<file path="config.mk">
export PLATFORM = sky130hd
export DESIGN_NAME = fp_wb_scheduler
export DESIGN_NICKNAME = d
export VERILOG_FILES = /design/src/rtl/fp_wb_scheduler.sv
export SDC_FILE = /design/constraint.sdc
export NUM_CORES = 1
export LEC_CHECK = 0
export CORE_UTILIZATION = 35
export DETAILED_ROUTE_END_ITERATION = 8
export PLACE_DENSITY = 0.82
export SLEW_MARGIN = 10
export SYNTH_ARGS = -nofsm -noshare
export SYNTH_HDL_FRONTEND = slang
export SYNTH_SLANG_ARGS = --single-unit
</file>
<file path="constraint.sdc">
create_clock -name clk -period 4.2 [get_ports clk]
set_clock_uncertainty 0.1 [all_clocks]
set_input_delay 1.26 -clock clk [delete_from_list [all_inputs] [get_ports clk]]
set_output_delay 1.26 -clock clk [all_outputs]
set_load 0.005 [all_outputs]
</file>
<file path="src/rtl/fp_wb_scheduler.sv">
// Round-robin write-port scheduler for the FP regfile plus a pending-destination scoreboard.
// Write port is registered one cycle after the transfer; losing sources are held off by a zero req_ready_o.
module fp_wb_scheduler #(
    parameter int DATA_W = 32,
    parameter int REG_AW = 5,
    parameter int DEBUG  = 0
) (
    input  logic                      clk,
    input  logic                      reset,
    input  logic [2:0]                req_valid_i,
    input  logic [3*REG_AW-1:0]       req_rd_i,
    input  logic [3*DATA_W-1:0]       req_data_i,
    output logic [2:0]                req_ready_o,
    output logic                      wr_en_o,
    output logic [REG_AW-1:0]         wr_rd_o,
    output logic [DATA_W-1:0]         wr_data_o,
    input  logic                      alloc_valid_i,
    input  logic [REG_AW-1:0]         alloc_rd_i,
    input  logic [REG_AW-1:0]         chk_rs1_i,
    input  logic [REG_AW-1:0]         chk_rs2_i,
    input  logic [REG_AW-1:0]         chk_rd_i,
    output logic                      stall_o,
    output logic [(1<<REG_AW)-1:0]    pending_o,
    output logic                      err_o
);

    localparam int NREG = 1 << REG_AW;

    if (DEBUG != 0 && DEBUG != 1) begin : g_debug_chk
        $error("fp_wb_scheduler: DEBUG must be 0 or 1");
    end

    logic [1:0]          ptr_q, ptr_d;
    logic                wr_en_q, wr_en_d;
    logic [REG_AW-1:0]   wr_rd_q, wr_rd_d;
    logic [DATA_W-1:0]   wr_data_q, wr_data_d;
    logic [NREG-1:0]     pend_q, pend_d;
    logic                err_q, err_d;

    logic [REG_AW-1:0]   src_rd   [3];
    logic [DATA_W-1:0]   src_data [3];
    logic [1:0]          cand     [3];
    logic [1:0]          gnt_idx;
    logic                gnt_any;
    logic                xfer;
    logic [REG_AW-1:0]   sel_rd;
    logic [DATA_W-1:0]   sel_data;
    logic [NREG-1:0]     clr_vec;
    logic [NREG-1:0]     busy_vec;
    logic                alloc_clr_hit;

    for (genvar k = 0; k < 3; k++) begin : g_unpack
        assign src_rd[k]   = req_rd_i[k*REG_AW +: REG_AW];
        assign src_data[k] = req_data_i[k*DATA_W +: DATA_W];
    end

    function automatic logic [1:0] inc3(input logic [1:0] p);
        return (p == 2'd2) ? 2'd0 : p + 2'd1;
    endfunction

    // Candidates in priority order starting at the pointer; scanning from the
    // back lets the closest asserted source overwrite the farther ones.
    always_comb begin
        cand[0] = ptr_q;
        cand[1] = inc3(ptr_q);
        cand[2] = inc3(inc3(ptr_q));
        gnt_any = 1'b0;
        gnt_idx = ptr_q;
        for (int i = 2; i >= 0; i--) begin
            if (req_valid_i[cand[i]]) begin
                gnt_any = 1'b1;
                gnt_idx = cand[i];
            end
        end
    end

    assign xfer        = gnt_any && !reset;
    assign req_ready_o = xfer ? (3'b001 << gnt_idx) : 3'b000;
    assign sel_rd      = src_rd[gnt_idx];
    assign sel_data    = src_data[gnt_idx];

    assign clr_vec       = wr_en_q ? ({{(NREG-1){1'b0}}, 1'b1} << wr_rd_q) : '0;
    assign alloc_clr_hit = wr_en_q && (wr_rd_q == alloc_rd_i);

    always_comb begin
        ptr_d     = ptr_q;
        wr_en_d   = xfer;
        wr_rd_d   = wr_rd_q;
        wr_data_d = wr_data_q;
        if (xfer) begin
            ptr_d     = inc3(gnt_idx);
            wr_rd_d   = sel_rd;
            wr_data_d = sel_data;
        end
    end

    // Set is applied after clear so a same-cycle alloc keeps the bit.
    always_comb begin
        pend_d = pend_q & ~clr_vec;
        if (alloc_valid_i) begin
            pend_d[alloc_rd_i] = 1'b1;
        end
        err_d = err_q;
        if (alloc_valid_i && pend_q[alloc_rd_i] && !alloc_clr_hit) begin
            err_d = 1'b1;
        end
        if (xfer && !pend_q[sel_rd]) begin
            err_d = 1'b1;
        end
    end

    always_ff @(posedge clk) begin
        if (reset) begin
            ptr_q     <= 2'd0;
            wr_en_q   <= 1'b0;
            wr_rd_q   <= '0;
            wr_data_q <= '0;
            pend_q    <= '0;
            err_q     <= 1'b0;
        end else begin
            ptr_q     <= ptr_d;
            wr_en_q   <= wr_en_d;
            wr_rd_q   <= wr_rd_d;
            wr_data_q <= wr_data_d;
            pend_q    <= pend_d;
            err_q     <= err_d;
        end
    end

    // The regfile bypasses the write in flight, so that register is not a hazard.
    assign busy_vec = pend_q & ~clr_vec;
    assign stall_o  = busy_vec[chk_rs1_i] | busy_vec[chk_rs2_i] | busy_vec[chk_rd_i];

    assign wr_en_o   = wr_en_q;
    assign wr_rd_o   = wr_rd_q;
    assign wr_data_o = wr_data_q;
    assign pending_o = pend_q;
    assign err_o     = err_q;

endmodule
</file>
======== Yosys cells after proc, flatten, opt, wreduce, memory -nomap -nowiden ========
Cells that the tools add are included.
operators by class
  reduce and logical (&&, ||, !) cells .... 10
  $lt $le $gt $ge ......................... 10
  eq/ne operators ......................... 4
  bitwise gates (word level) .............. 6
  shift-type cells ........................ 2
  multiplexer cells ....................... 38
  add/subtract/negate cells ............... 3
operators by type and width
  cell                                                  number
  2-to-1 mux 32 bit                                     4
  binary-select mux 32 bit (select 2 bit)               1
  AND 32 bit                                            1
  NOT 32 bit                                            1
  OR 32 bit                                             1
  left shift 1 x 5 -> 32 bit (first input constant)     1
  < comparator 5 x 6 -> 1 bit (second input constant)   5
  binary-select mux 1 bit (select 5 bit)                5
  2-to-1 mux 1 bit                                      14
  2-to-1 mux 2 bit                                      6
  binary-select mux 5 bit (select 2 bit)                1
  2-to-1 mux 5 bit                                      2
  < comparator 2 x 3 -> 1 bit (second input constant)   3
  adder 2 x 1 -> 2 bit (second input constant)          3
  binary-select mux 1 bit (select 2 bit)                3
  equality test 2 bit (second input constant)           3
  logical AND 1 bit                                     6
  demux 1 bit (select 5 bit)                            1
  equality test 5 bit                                   1
  >= comparator 5 x 1 -> 1 bit (second input constant)  1
  >= comparator 3 bit (second input constant)           1
  logical NOT 1 bit                                     3
  2-to-1 mux 3 bit                                      1
  NOT 2 -> 3 bit                                        1
  3 further kinds                                       4
word-level totals
  logic and storage cells ................. 79
  bits of input ports ..................... 137
  register bits after elaboration ......... 73
  output and inout port bits .............. 75

======== Longest topological paths before layout ========
Gate-level depths: netlist of the first run.
  word-level depth ........................ 18
  mapped depth ............................ 11
  mapped depth without buffers ............ 9

======== Worst setup path after synthesis of the first run ========
Ideal clock, no wire load.
  path type ............................... input -> output
  from .................................... input chk_rs2_i[0]
  to ...................................... output stall_o
  stages on the path ...................... 5
  path buffers ............................ 1
  slack ................................... -0.089 ns
  arrival time ............................ 2.929 ns
  data required time ...................... 2.840 ns
  cell sequence ........................... buf_1 -> mux4_2 -> mux4_2 -> mux2i_1 -> or3_1
between the ends
  word-level cells in the longest chain between the ends .. 4
ends and longest elaborated chain
  element                                 line  source
  start: declaration                      20    input logic [REG_AW-1:0] chk_rs2_i,
  binary-select mux 1 bit (select 5 bit)  132   assign stall_o = busy_vec[chk_rs1_i] | busy_vec[chk_rs2_i] | busy_vec[chk_rd_i];
  2-to-1 mux 1 bit (not written as such)  132
  OR 1 bit (2 in a row)                   132
  end: declaration                        22    output logic stall_o,
No other way between the ends. The select of a mux whose other input is x is not followed.

======== Worst setup path in the final report of the first run ========
  from .................................... input chk_rs1_i[0]
  to ...................................... output stall_o
between the ends
  word-level cells in the longest chain between the ends .. 4
ends and longest elaborated chain
  element                                 line  source
  start: declaration                      19    input logic [REG_AW-1:0] chk_rs1_i,
  binary-select mux 1 bit (select 5 bit)  132
  2-to-1 mux 1 bit (not written as such)  132
  OR 1 bit (2 in a row)                   132
No other way between the ends. The select of a mux whose other input is x is not followed.

==> results.txt, run 1 <==
The number of warnings printed during yosys synthesis came out at 0. The leakage power total came out at 2.92 nW. The tree is rooted in a sky130_fd_sc_hd__clkbuf_16. The run finished with clean final reports. The number of buffers added by the clock tree synthesis step is 9. The initial antenna violation count was 0. The basic-gate share of the synthesized area counting and, or, nand and nor cells came out at 18.7%. The synthesized design contains 73 register bits. After clock tree synthesis, the clock-pin slew on the worst setup and hold paths is 0.06 ns. The peak clock frequency supported by timing came out at 0.240 GHz. The number of max-capacitance violations reported is 0.

The final HPWL from detailed placement is 14800 µm. For this design, the CTS-stage hold fixing added 0 buffers. The number of global-route vias before repair came out at 5744. The number of synthesized flops with an enable pin is 0. TritonCTS built the clock tree.

The area of the die came out at 14300 µm². Synthesis handed over a netlist of 561 instances. The minimum clock period after layout came out at 4.17 ns. Yosys instantiated no cell more often than sky130_fd_sc_hd__nand2_1.

Global routing finished with a remaining overflow of 0. The number of vias after detailed routing came out at 5699. The layout cell share with drive strength beyond 1 is 19.0%.

The post-synthesis cell area came out at 4840 µm². The proportion of synthesized area in mux cells came out at 24.1%. The signal on the critical path passes through buf_6 > mux4_2 > mux4_2 > mux2i_1 > or3_1 > buf_2. The post-route total power came out at 2.25 mW.

The worst setup path is of the primary input to output pin kind. Row generation in the floorplan step produced 42 rows. The routability-driven placement congestion ratio came out at 0.991. For this run, the register share of the synthesized area comes to 30.2%. The remaining routing DRC violations came out at 0.

The actual slew at the worst max-slew pin is 0.786 ns. At the worst endpoint, the arrival time is 2.81 ns. In the synthesized netlist the dominant register cell turns out to be sky130_fd_sc_hd__dfxtp_1. The global router's overall resource usage is 27.9%. The count of filler cells inserted in the layout came out at 1176.

The final count of pins violating max slew is 0. The final clock period utilization by the worst path came out at 99.3%. In this run the tool buffered the top-level ports with 211 buffer cells. The starting density of the core is 36.3%. The diode insertion count for antenna repair came out at 0. The number of different library cells used by synthesis comes to 54.

In this run, placement finished with an instance count of 973. Along the worst path, the maximum fanout reaches 8. The worst slack at placement is -0.910 ns. The total wirelength of the detailed-routed design is 19400 µm. By count the netlist is led by sky130_fd_sc_hd__nand2_1, sky130_fd_sc_hd__dfxtp_1, sky130_fd_sc_hd__a21oi_1. VDD sags by at most 209 µV. The fraction of the mapped netlist area in adder cells is 0%.

Setup repair after global routing could not meet its margin everywhere. The synthesized design spends more area on one cell type than any other, namely sky130_fd_sc_hd__dfxtp_1. The starting DRC count in detailed routing came out at 639. The number of levels the H-tree was split into is 3. The number of nets with antenna violations after routing is 0. Setup violations remaining at the end of the flow were counted as 0. The final hold violation count came out at 0. The number of nets handed over by synthesis was 698. Averaged over all synthesized cells, the footprint is 8.64 µm². The slack of the critical path is 0.0284 ns. The post-layout net count is 944. The die is 120 µm wide.

The data required time of the critical path is 2.84 ns. The slowest stage of the critical path is the sky130_fd_sc_hd__mux4_2 cell. The maximum number of pins on one net before global-route repair is 65.

The post-route non-filler standard cell count came out at 988. The worst setup path is captured at an output pin. The power per cell area is 286 nW/µm².

The tree built by TritonCTS fans out to 73 sinks. For this run, the detailed router's first-pass iteration total came to 5. The later pin in the worst-skew pair is clocked with a latency of 0.34 ns. The critical path runs through a total of 6 cells.

The number of placed I/O pins came out at 212. The worst setup path is launched from a primary input. The count of buffer and inverter cells on the critical path came out at 2. The first-pass GRT wire length is 30900 µm.

The synthesized netlist devotes 0.904% of its cell area to XOR and XNOR gates. In this run the standard cell core region covers 13300 µm². The type of the worst min-delay path is flop to flop. The maximum number of buffers from clock root to sink came out at 2. The top cell type's share of synthesized area came out at 30.2%. Broken down by cell family, the worst path's largest delay share belongs to multiplexers. The number of cells on the worst hold path is 1. From bottom edge to top edge, the die measures 120 µm. The via count normalized by instance count came out at 5.77. The biggest cell delay along the critical path is 0.51 ns. The relative max-transition margin came out at 47.4%. By area the synthesized netlist is led by sky130_fd_sc_hd__dfxtp_1, sky130_fd_sc_hd__mux4_2, sky130_fd_sc_hd__nand2_1.

Among the stages of the critical path, the cell type that occurs most often is sky130_fd_sc_hd__mux4_2. The combinational family with the most area after synthesis is multiplexers. For the worst flop-to-flop path, the logic depth is 11. The post-synthesis compound-gate area fraction is 22.1%. The share of synthesized registers carrying an async set or reset is 0%. The area overhead of the layout relative to synthesis came out at 62.7%. The final routed wire length divided by cell count came out at 19.6 µm.
## path summary, 6_finish.rpt
| path | startpoint | end | slack (ns) |
|---|---|---|---|
| worst max-delay path | chk_rs1_i[0] | stall_o | 0.03 |
| worst min-delay path | wr_data_o[21]$_SDFFE_PP0P_ | wr_data_o[21]$_SDFFE_PP0P_ | 0.39 |
| worst max register to register | ptr_q[1]$_SDFFE_PP0P_ | err_o$_SDFFE_PP0P_ | 1.25 |
| worst min register to register | wr_data_o[21]$_SDFFE_PP0P_ | wr_data_o[21]$_SDFFE_PP0P_ | 0.39 |
## state kept, by name (all words and copies together) (netlist names)
register   flops
wr_en_o        1
ptr_q          2
pending_o     32
err_o          1
wr_data_o     32
wr_rd_o        5
## power by group
group / total, mW / internal (mW) / switching, mW
logic: 0.728 / 0.402 / 0.326
clock network: 0.736 / 0.419 / 0.317
registers: 0.790 / 0.746 / 0.0444
total: 2.25 / 1.57 / 0.687
## per-layer routing
| layer | vias up | track usage (%) | share of wire [%] |
|---|---|---|---|
| met2 | 369 | 44.4 | 47 |
| met5 | - | 0 | 0 |
| met1 | 2659 | 34.8 | 38 |
| met3 | 71 | 7.13 | 9.9 |
| met4 | 0 | 14.6 | 4.4 |
| li1 | 2600 | - | - |
## kinds of logic (layout without fill, tap and decap cells)
group           count (synthesis)  count (layout)
xor+xnor                        5               5
buf+inv                        48             299
flops                          73              73
compound gates                165             165
mux                            69              69
simple gates                  201             201
## final cells by class
| cell class | count | area, µm² | area share, % |
|---|---|---|---|
| multi-input combinational | 440 | 3240 | 41.2 |
| sequential | 73 | 1470 | 18.6 |
| clock inverter | 5 | 38.8 | 0.492 |
| clock buffer | 11 | 243 | 3.08 |
| inverter | 3 | 11.3 | 0.143 |
| timing repair buffer | 280 | 2660 | 33.7 |
| tap | 176 | 220 | 2.79 |
## worst register-to-register path, stage by stage (launching register included)
cell and delay, ns:
sky130_fd_sc_hd__dfxtp_1 0.36, sky130_fd_sc_hd__nand2b_1 0.16, sky130_fd_sc_hd__a21oi_1 0.34, sky130_fd_sc_hd__buf_4 0.21, sky130_fd_sc_hd__or2_1 0.32, sky130_fd_sc_hd__mux2i_1 0.27, sky130_fd_sc_hd__a2bb2oi_2 0.24, sky130_fd_sc_hd__buf_12 0.18
sky130_fd_sc_hd__mux2i_1 0.20, sky130_fd_sc_hd__nand2_1 0.07, sky130_fd_sc_hd__a311o_1 0.36, sky130_fd_sc_hd__nand3_1 0.09
## placed cells by master (no fill, tap or decap), drive strengths merged, types with 9 or more instances in the layout
master / n
nor2: 39
a21oi: 65
a211oi: 22
nand3: 10
mux4: 38
clkbuf: 13
dfxtp: 73
nand2: 97
mux2i: 29
o21ai: 38
clkdlybuf4s50: 198
buf: 74
nor3: 20
a22oi: 9
## timing repair
| item | CTS | global route |
|---|---|---|
| resized for setup | 39 | 34 |
| endpoints found under the setup margin | 4 | 2 |
| buffers inserted | 1 | 1 |
| pin swaps | 2 | 3 |
## through the flow
stage / hold slack [ns] / setup TNS [ns] / utilization (%) / cell area [µm²]
after floorplan: 0.372 / 0 / - / 4850
after global placement: 0.360 / -1.65 / 56.8 / 7580
after detailed placement: 0.370 / -1.97 / 56.8 / 7580
after CTS: 0.393 / -0.0271 / 59.2 / 7900
after global routing: 0.412 / -0.00902 / 59.1 / 7880
final: 0.389 / 0 / 59.1 / 7880
No activity file was read; power rests on OpenSTA's default activity.
==> inputs of run 2 (changes only) <==
ABC_CLOCK_PERIOD_IN_PS = 4200   (was unset)
CORE_UTILIZATION = 39   (was 35)
PLACE_DENSITY = 0.89   (was 0.82)
==> results.txt, run 2 (synthesis results as in run 1) <==
The final routed wire length divided by cell count is 19.7 µm. The signal on the critical path passes through buf_6 > buf_12 > mux4_2 > mux4_2 > mux2i_1 > or3_1 > buf_2. Across the VDD grid, the largest voltage drop is 171 µV.

The initial antenna violation count is 0. The biggest fanout along the worst timing path is 8. The number of placed instances, taps included, is 961. The final critical path takes up 101% of the cycle. The most numerous cell type found on the critical path is sky130_fd_sc_hd__mux4_2.

The total wirelength of the detailed-routed design is 19300 µm. The first routing iteration left 616 violations. The layout cell share with drive strength beyond 1 came out at 17.6%. The library cell used most frequently in the layout, excluding fill and tap cells, is sky130_fd_sc_hd__clkdlybuf4s50_1. The quantity of hold-fixing buffers added after cts is 0. The slack of the critical path came out at -0.0271 ns. The global router's overall resource usage is 30.3%. The tightest min-delay check is of the flop to flop type. The actual slew at the worst max-slew pin is 0.949 ns. The die height is 113 µm. The clock sink count came out at 73.

The first-pass GRT wire length came out at 30100 µm. The number of placement rows is 40. The diode insertion count for antenna repair is 0.

The number of nets with antenna violations after routing is 0. The number of placed I/O pins came out at 212. The count of filler cells inserted in the layout is 937. STA classifies the critical path endpoint as an output pin. The startpoint-to-endpoint class of the critical path is primary input to output pin. The final setup violation count came out at 1. The via count normalized by instance count came out at 5.92. The number of global-route vias before repair is 5829.

The maximum number of pins on one net before global-route repair is 65. The relative max-transition margin is 36.5%. For the worst setup path, the data arrival time is 2.87 ns. The peak clock frequency supported by timing came out at 0.237 GHz. The clock reaches the later pin of the worst-skew pair after 0.33 ns. The final HPWL from detailed placement is 14800 µm. The number of vias after detailed routing is 5781. Buffers placed on the I/O ports in this run total 211. The clock-pin slew reported for the worst setup and hold paths after clock tree synthesis came out at 0.06 ns. The minimum clock period after layout came out at 4.23 ns.

The count of TritonRoute iterations in the first routing pass came out at 5. The checks that failed: setup timing. The post-layout net count is 942. The aggregate global routing overflow is 0. In the layout the commonest cells are sky130_fd_sc_hd__clkdlybuf4s50_1, sky130_fd_sc_hd__nand2_1, sky130_fd_sc_hd__dfxtp_1, sky130_fd_sc_hd__a21oi_1, sky130_fd_sc_hd__buf_4. The power per cell area is 296 nW/µm². Buffers inserted during clock tree synthesis total 9. The number of max-capacitance violations reported is 0.

In this run the clock root is driven by a sky130_fd_sc_hd__clkbuf_16. The setup check on the worst reg-to-reg path leaves a slack of 1.20 ns. The largest single stage delay on the critical path is 0.52 ns. Setup repair after global routing could not meet its margin everywhere. The area overhead of the layout relative to synthesis is 62.6%.

The width of the die came out at 113 µm. The number of levels the H-tree was split into came out at 3. The remaining routing DRC violations is 0. The congestion estimate from routability-driven global placement came to 0.943. Summed over all cells, the static leakage comes to 2.94 nW. The maximum number of buffers from clock root to sink came out at 2. The die covers 12900 µm². The area of the placeable core came out at 12100 µm². TritonCTS built the clock tree. The post-route total power came out at 2.33 mW. The final count of pins violating max slew was 0. The data required time of the critical path came out at 2.84 ns. The finished layout holds 977 standard cells, fillers aside. The initial utilization of the core area, before any placement, comes to 40.2%. The worst setup path is launched from a primary input. The final hold violation count is 0. The cell with the biggest individual delay on the critical path is sky130_fd_sc_hd__mux4_2. The flow ran to the end, but the final reports show violations.
run 2: cell types whose count changed in the layout (fill, tap and decap cells not counted), moves of 3 or more:
cell and delta:
sky130_fd_sc_hd__buf_4 -3, sky130_fd_sc_hd__clkdlybuf4s15_1 -4, sky130_fd_sc_hd__dfxtp_1 +3, sky130_fd_sc_hd__dfxtp_2 -3
sky130_fd_sc_hd__dlygate4sd2_1 +6, sky130_fd_sc_hd__o21ai_0 +7, sky130_fd_sc_hd__o21ai_1 -6
run 2: critical path, delay by kind of cell:
family | cells | cell delay [ns]
AND/OR/NAND/NOR | 1 | 0.13
multiplexers | 3 | 1.16
buffers and inverters | 3 | 0.32
run 2: area by class of cell:
type / instances / area, µm² / share of cell area [%]
Timing Repair Buffer: 278 / 2640 / 33.5
Clock buffer: 12 / 246 / 3.13
Clock inverter: 3 / 65.1 / 0.826
Sequential cell: 73 / 1460 / 18.6
Tap cell: 168 / 210 / 2.67
Multi-Input combinational cell: 440 / 3240 / 41.1
Inverter: 3 / 11.3 / 0.143
run 2: timing repair:
action | in CTS | in global routing
gates resized for setup | 32 | 17
pin swaps | 3 | 3
buffers inserted | 1 | 1
endpoints found under the hold margin | 0 | 0
setup endpoints to repair | 4 | 3
run 2: power by group:
part           total, mW  switching (mW)  internal, mW
logic              0.730           0.327         0.403
clock network      0.815           0.283         0.532
registers          0.789          0.0437         0.746
run 2: per-stage QoR:
stage / worst slack (ns) / utilization (%) / setup TNS (ns) / area, µm² / hold WS, ns
after floorplan: 0.138 / - / 0 / 4850 / 0.372
after global placement: -0.800 / 62.4 / -1.69 / 7530 / 0.361
after detailed placement: -0.876 / 62.4 / -1.91 / 7530 / 0.372
after CTS: -0.0817 / 65.2 / -0.0817 / 7860 / 0.390
after global routing: -0.0547 / 65.3 / -0.0547 / 7880 / 0.409
final: -0.0271 / 65.3 / -0.0271 / 7880 / 0.389
run 2: worst paths after layout:
check                                 start                   endpoint  depth (start not counted)
hold reg to reg   wr_data_o[2]$_SDFFE_PP0P_  wr_data_o[2]$_SDFFE_PP0P_                          2
setup / recovery                chk_rd_i[0]                    stall_o                          7
hold / removal    wr_data_o[2]$_SDFFE_PP0P_  wr_data_o[2]$_SDFFE_PP0P_                          2
setup reg to reg      ptr_q[0]$_SDFFE_PP0P_         err_o$_SDFFE_PP0P_                         10
run 2: per-layer routing:
layer,track usage [%],up-vias,wire length [µm]
li1,-,2587,-
met2,51.0,424,9040
met4,16.5,0,1080
met1,35.1,2666,7110
met3,8.34,104,2060
met5,0,-,0
==> inputs of run 3 (changes only) <==
MAX_ROUTING_LAYER = met4   (was unset)
==> results.txt, run 3 (synthesis results as in run 1) <==
The layout cell share with drive strength beyond 1 is 18.3%. At the later pin of the worst-skew pair, clock insertion delay measures 0.34 ns. The number of hold buffers added after CTS was 0.

The number of global-route vias before repair was 5864. The starting density of the core came out at 40.2%. In this run switching power makes up 29.2% of total power. The first-pass GRT wire length is 30600 µm. The remaining routing DRC violations is 0. The routed layout has 5883 vias.

The startpoint-to-endpoint class of the critical path is flop to output pin. For the worst setup path, the data required time is 2.84 ns. The count of buffer and inverter cells on the critical path came out at 1. The detailed router finished its first iteration with 690 violations. The cell at the root of the clock tree is sky130_fd_sc_hd__clkbuf_16. The via count normalized by instance count is 5.99.

The number of placed I/O pins is 212. The kind of start point of the critical path is a flop. The final-layout worst hold slack is 0.381 ns. The diode insertion count for antenna repair came out at 0. Once placement completed, the tool counted placed cells totaling 960.

The leakage power total is 2.96 nW. The first detailed-routing pass took 5 iterations. The number of cells on the worst hold path came out at 2.

Once layout is complete, the cells apart from fillers number 982. The slack of the critical path came out at -0.0264 ns. The library cell used most frequently in the layout, excluding fill and tap cells, is sky130_fd_sc_hd__clkdlybuf4s50_1. The number of cells on the worst reg-to-reg path is 9.

The cell area after layout is 7910 µm². Among all stages on the critical path, the largest delay is contributed by sky130_fd_sc_hd__dfxtp_1. In this run the number of H-tree levels came out at 3. The post-layout net count is 946. The internal power is 1.64 mW.

The biggest fanout along the worst timing path came out at 13. The number of max-capacitance violations reported is 0. The signal on the critical path passes through nand2b_1 > o21ai_1 > mux4_2 > mux4_2 > mux2i_1 > or3_1 > buf_2. The setup check on the worst reg-to-reg path leaves a slack of 1.20 ns.

The biggest cell delay along the critical path came out at 0.58 ns. The area overhead of the layout relative to synthesis is 63.2%. The minimum clock period after layout came out at 4.23 ns. In the finished design, the share of the clock period the worst path needs comes to 101%.

Fill cells in the final layout number 957. The design draws 2.32 mW. The power per cell area is 294 nW/µm².

The startpoint of the tightest hold check path is wr_data_o[2]$_SDFFE_PP0P_. The initial antenna violation count came out at 0. The clock network accounts for 34.2% of the total power. The maximum number of pins on one net before global-route repair came out at 65. From left edge to right edge, the die measures 113 µm. The worst IR drop on VDD is 167 µV.

The final count of pins violating max slew came out at 0. The routability-driven placement congestion ratio is 0.965. The aggregate global routing overflow is 0. Counting along the longest clock path gives a buffer depth of 2. Setup repair after global routing could not meet its margin everywhere. After clock tree synthesis, the clock-pin slew on the worst setup and hold paths is 0.06 ns. The die height came out at 113 µm. The min-delay analysis places its worst path in the category flop to flop. The actual slew at the worst max-slew pin came out at 0.901 ns.

For this design, the sink count on the clock tree is 73. The type of element capturing the critical path is an output pin. The combinational power share came out at 31.8%. By instance count, the cell type seen most on the critical path is sky130_fd_sc_hd__mux4_2. The final hold violation count came out at 0. Of the total power, registers draw 33.9%. The data arrival time of the critical path came out at 2.87 ns. The die covers 12900 µm². The run finished, with violations left. The critical register-to-register path endpoint is err_o$_SDFFE_PP0P_. The kind of cell with the highest combined delay along the critical path is simple AND/OR/NAND/NOR gates.

The final core utilization came out at 65.5%. The number of buffers added by the clock tree synthesis step came out at 9. The checks that failed: setup timing. The relative max-transition margin came out at 39.7%. The post-detailed-placement cell area came out at 7510 µm². The final setup violation count is 1. The top cell types in the final layout, fill and taps aside, are sky130_fd_sc_hd__clkdlybuf4s50_1, sky130_fd_sc_hd__nand2_1, sky130_fd_sc_hd__dfxtp_1, sky130_fd_sc_hd__buf_4, sky130_fd_sc_hd__a21oi_1. The count of nets left with antenna violations once routing finished came out at 0. The switching power is 680 µW.

The count of buffers added on input and output ports is 211. For this run, the total global-route usage over all layers was measured as 32.1%. The final routed wire length divided by cell count came out at 20.4 µm. After floorplanning, the core was divided into 40 placement rows. The worst register-to-register path begins at ptr_q[1]$_SDFFE_PP0P_. The total wirelength of the detailed-routed design is 20000 µm. The final HPWL from detailed placement is 15000 µm. The peak clock frequency supported by timing is 0.237 GHz. TritonCTS built the clock tree.

The area of the placeable core came out at 12100 µm². The worst hold path terminates at wr_data_o[2]$_SDFFE_PP0P_.
==> run 3: worst max path at each step <==
stage	from	end	slack [ns]	cells after the start
floorplan	chk_rs2_i[0]	stall_o	0.14	5
global placement	chk_rs1_i[0]	stall_o	-0.80	7
detailed placement	chk_rd_i[0]	stall_o	-0.84	7
CTS	wr_rd_o[1]$_SDFFE_PP0P_	stall_o	-0.1	7
global route	wr_rd_o[1]$_SDFFE_PP0P_	stall_o	-0.11	7
finish	wr_rd_o[1]$_SDFFE_PP0P_	stall_o	-0.03	7
==> run 3: final cells by class <==
| class | count | area [µm²] | share of cell area, % |
|---|---|---|---|
| Sequential cell | 73 | 1460 | 18.5 |
| Timing Repair Buffer | 282 | 2670 | 33.8 |
| Multi-Input combinational cell | 440 | 3240 | 41.0 |
| Clock buffer | 12 | 256 | 3.24 |
| Inverter | 3 | 11.3 | 0.142 |
| Clock inverter | 4 | 51.3 | 0.649 |
| Tap cell | 168 | 210 | 2.66 |
==> run 3: timing repair <==
item                                   in CTS  in global routing
gates resized for setup                    32                 17
pin swaps                                   3                  4
setup endpoints to repair                   4                  4
endpoints found under the hold margin       0                  0
setup buffers                               1                  5
==> run 3: per-layer routing <==
layer / part of all wire, % / vias to the layer above / global-route usage (%)
li1: - / 2591 / -
met1: 36 / 2721 / 36.9
met2: 48 / 478 / 51.2
met3: 11 / 93 / 8.08
met4: 4.6 / 0 / 18.1
met5: 0 / - / -
==> run 3: worst min-delay path, cell delays in order, from the launching register on <==
cell and delay (ns):
sky130_fd_sc_hd__dfxtp_1 0.33, sky130_fd_sc_hd__a22oi_1 0.06, sky130_fd_sc_hd__o21ai_0 0.06
==> run 3: per-stage QoR <==
step                      setup WS (ns)  setup TNS (ns)
final                           -0.0264         -0.0264
after global routing             -0.115          -0.115
after CTS                       -0.0952         -0.0952
after detailed placement         -0.844           -1.91
after global placement           -0.800           -1.88
after floorplan                   0.138               0
==> run 3: power by group through the flow <==
stage | logic, mW | clock network, mW | registers, mW
floorplan | 0.326 | 0 | 0.794
CTS | 0.705 | 0.801 | 0.787
global placement | 0.690 | 0 | 0.798
detailed placement | 0.699 | 0 | 0.800
global route | 0.786 | 0.836 | 0.795
finish | 0.740 | 0.795 | 0.788
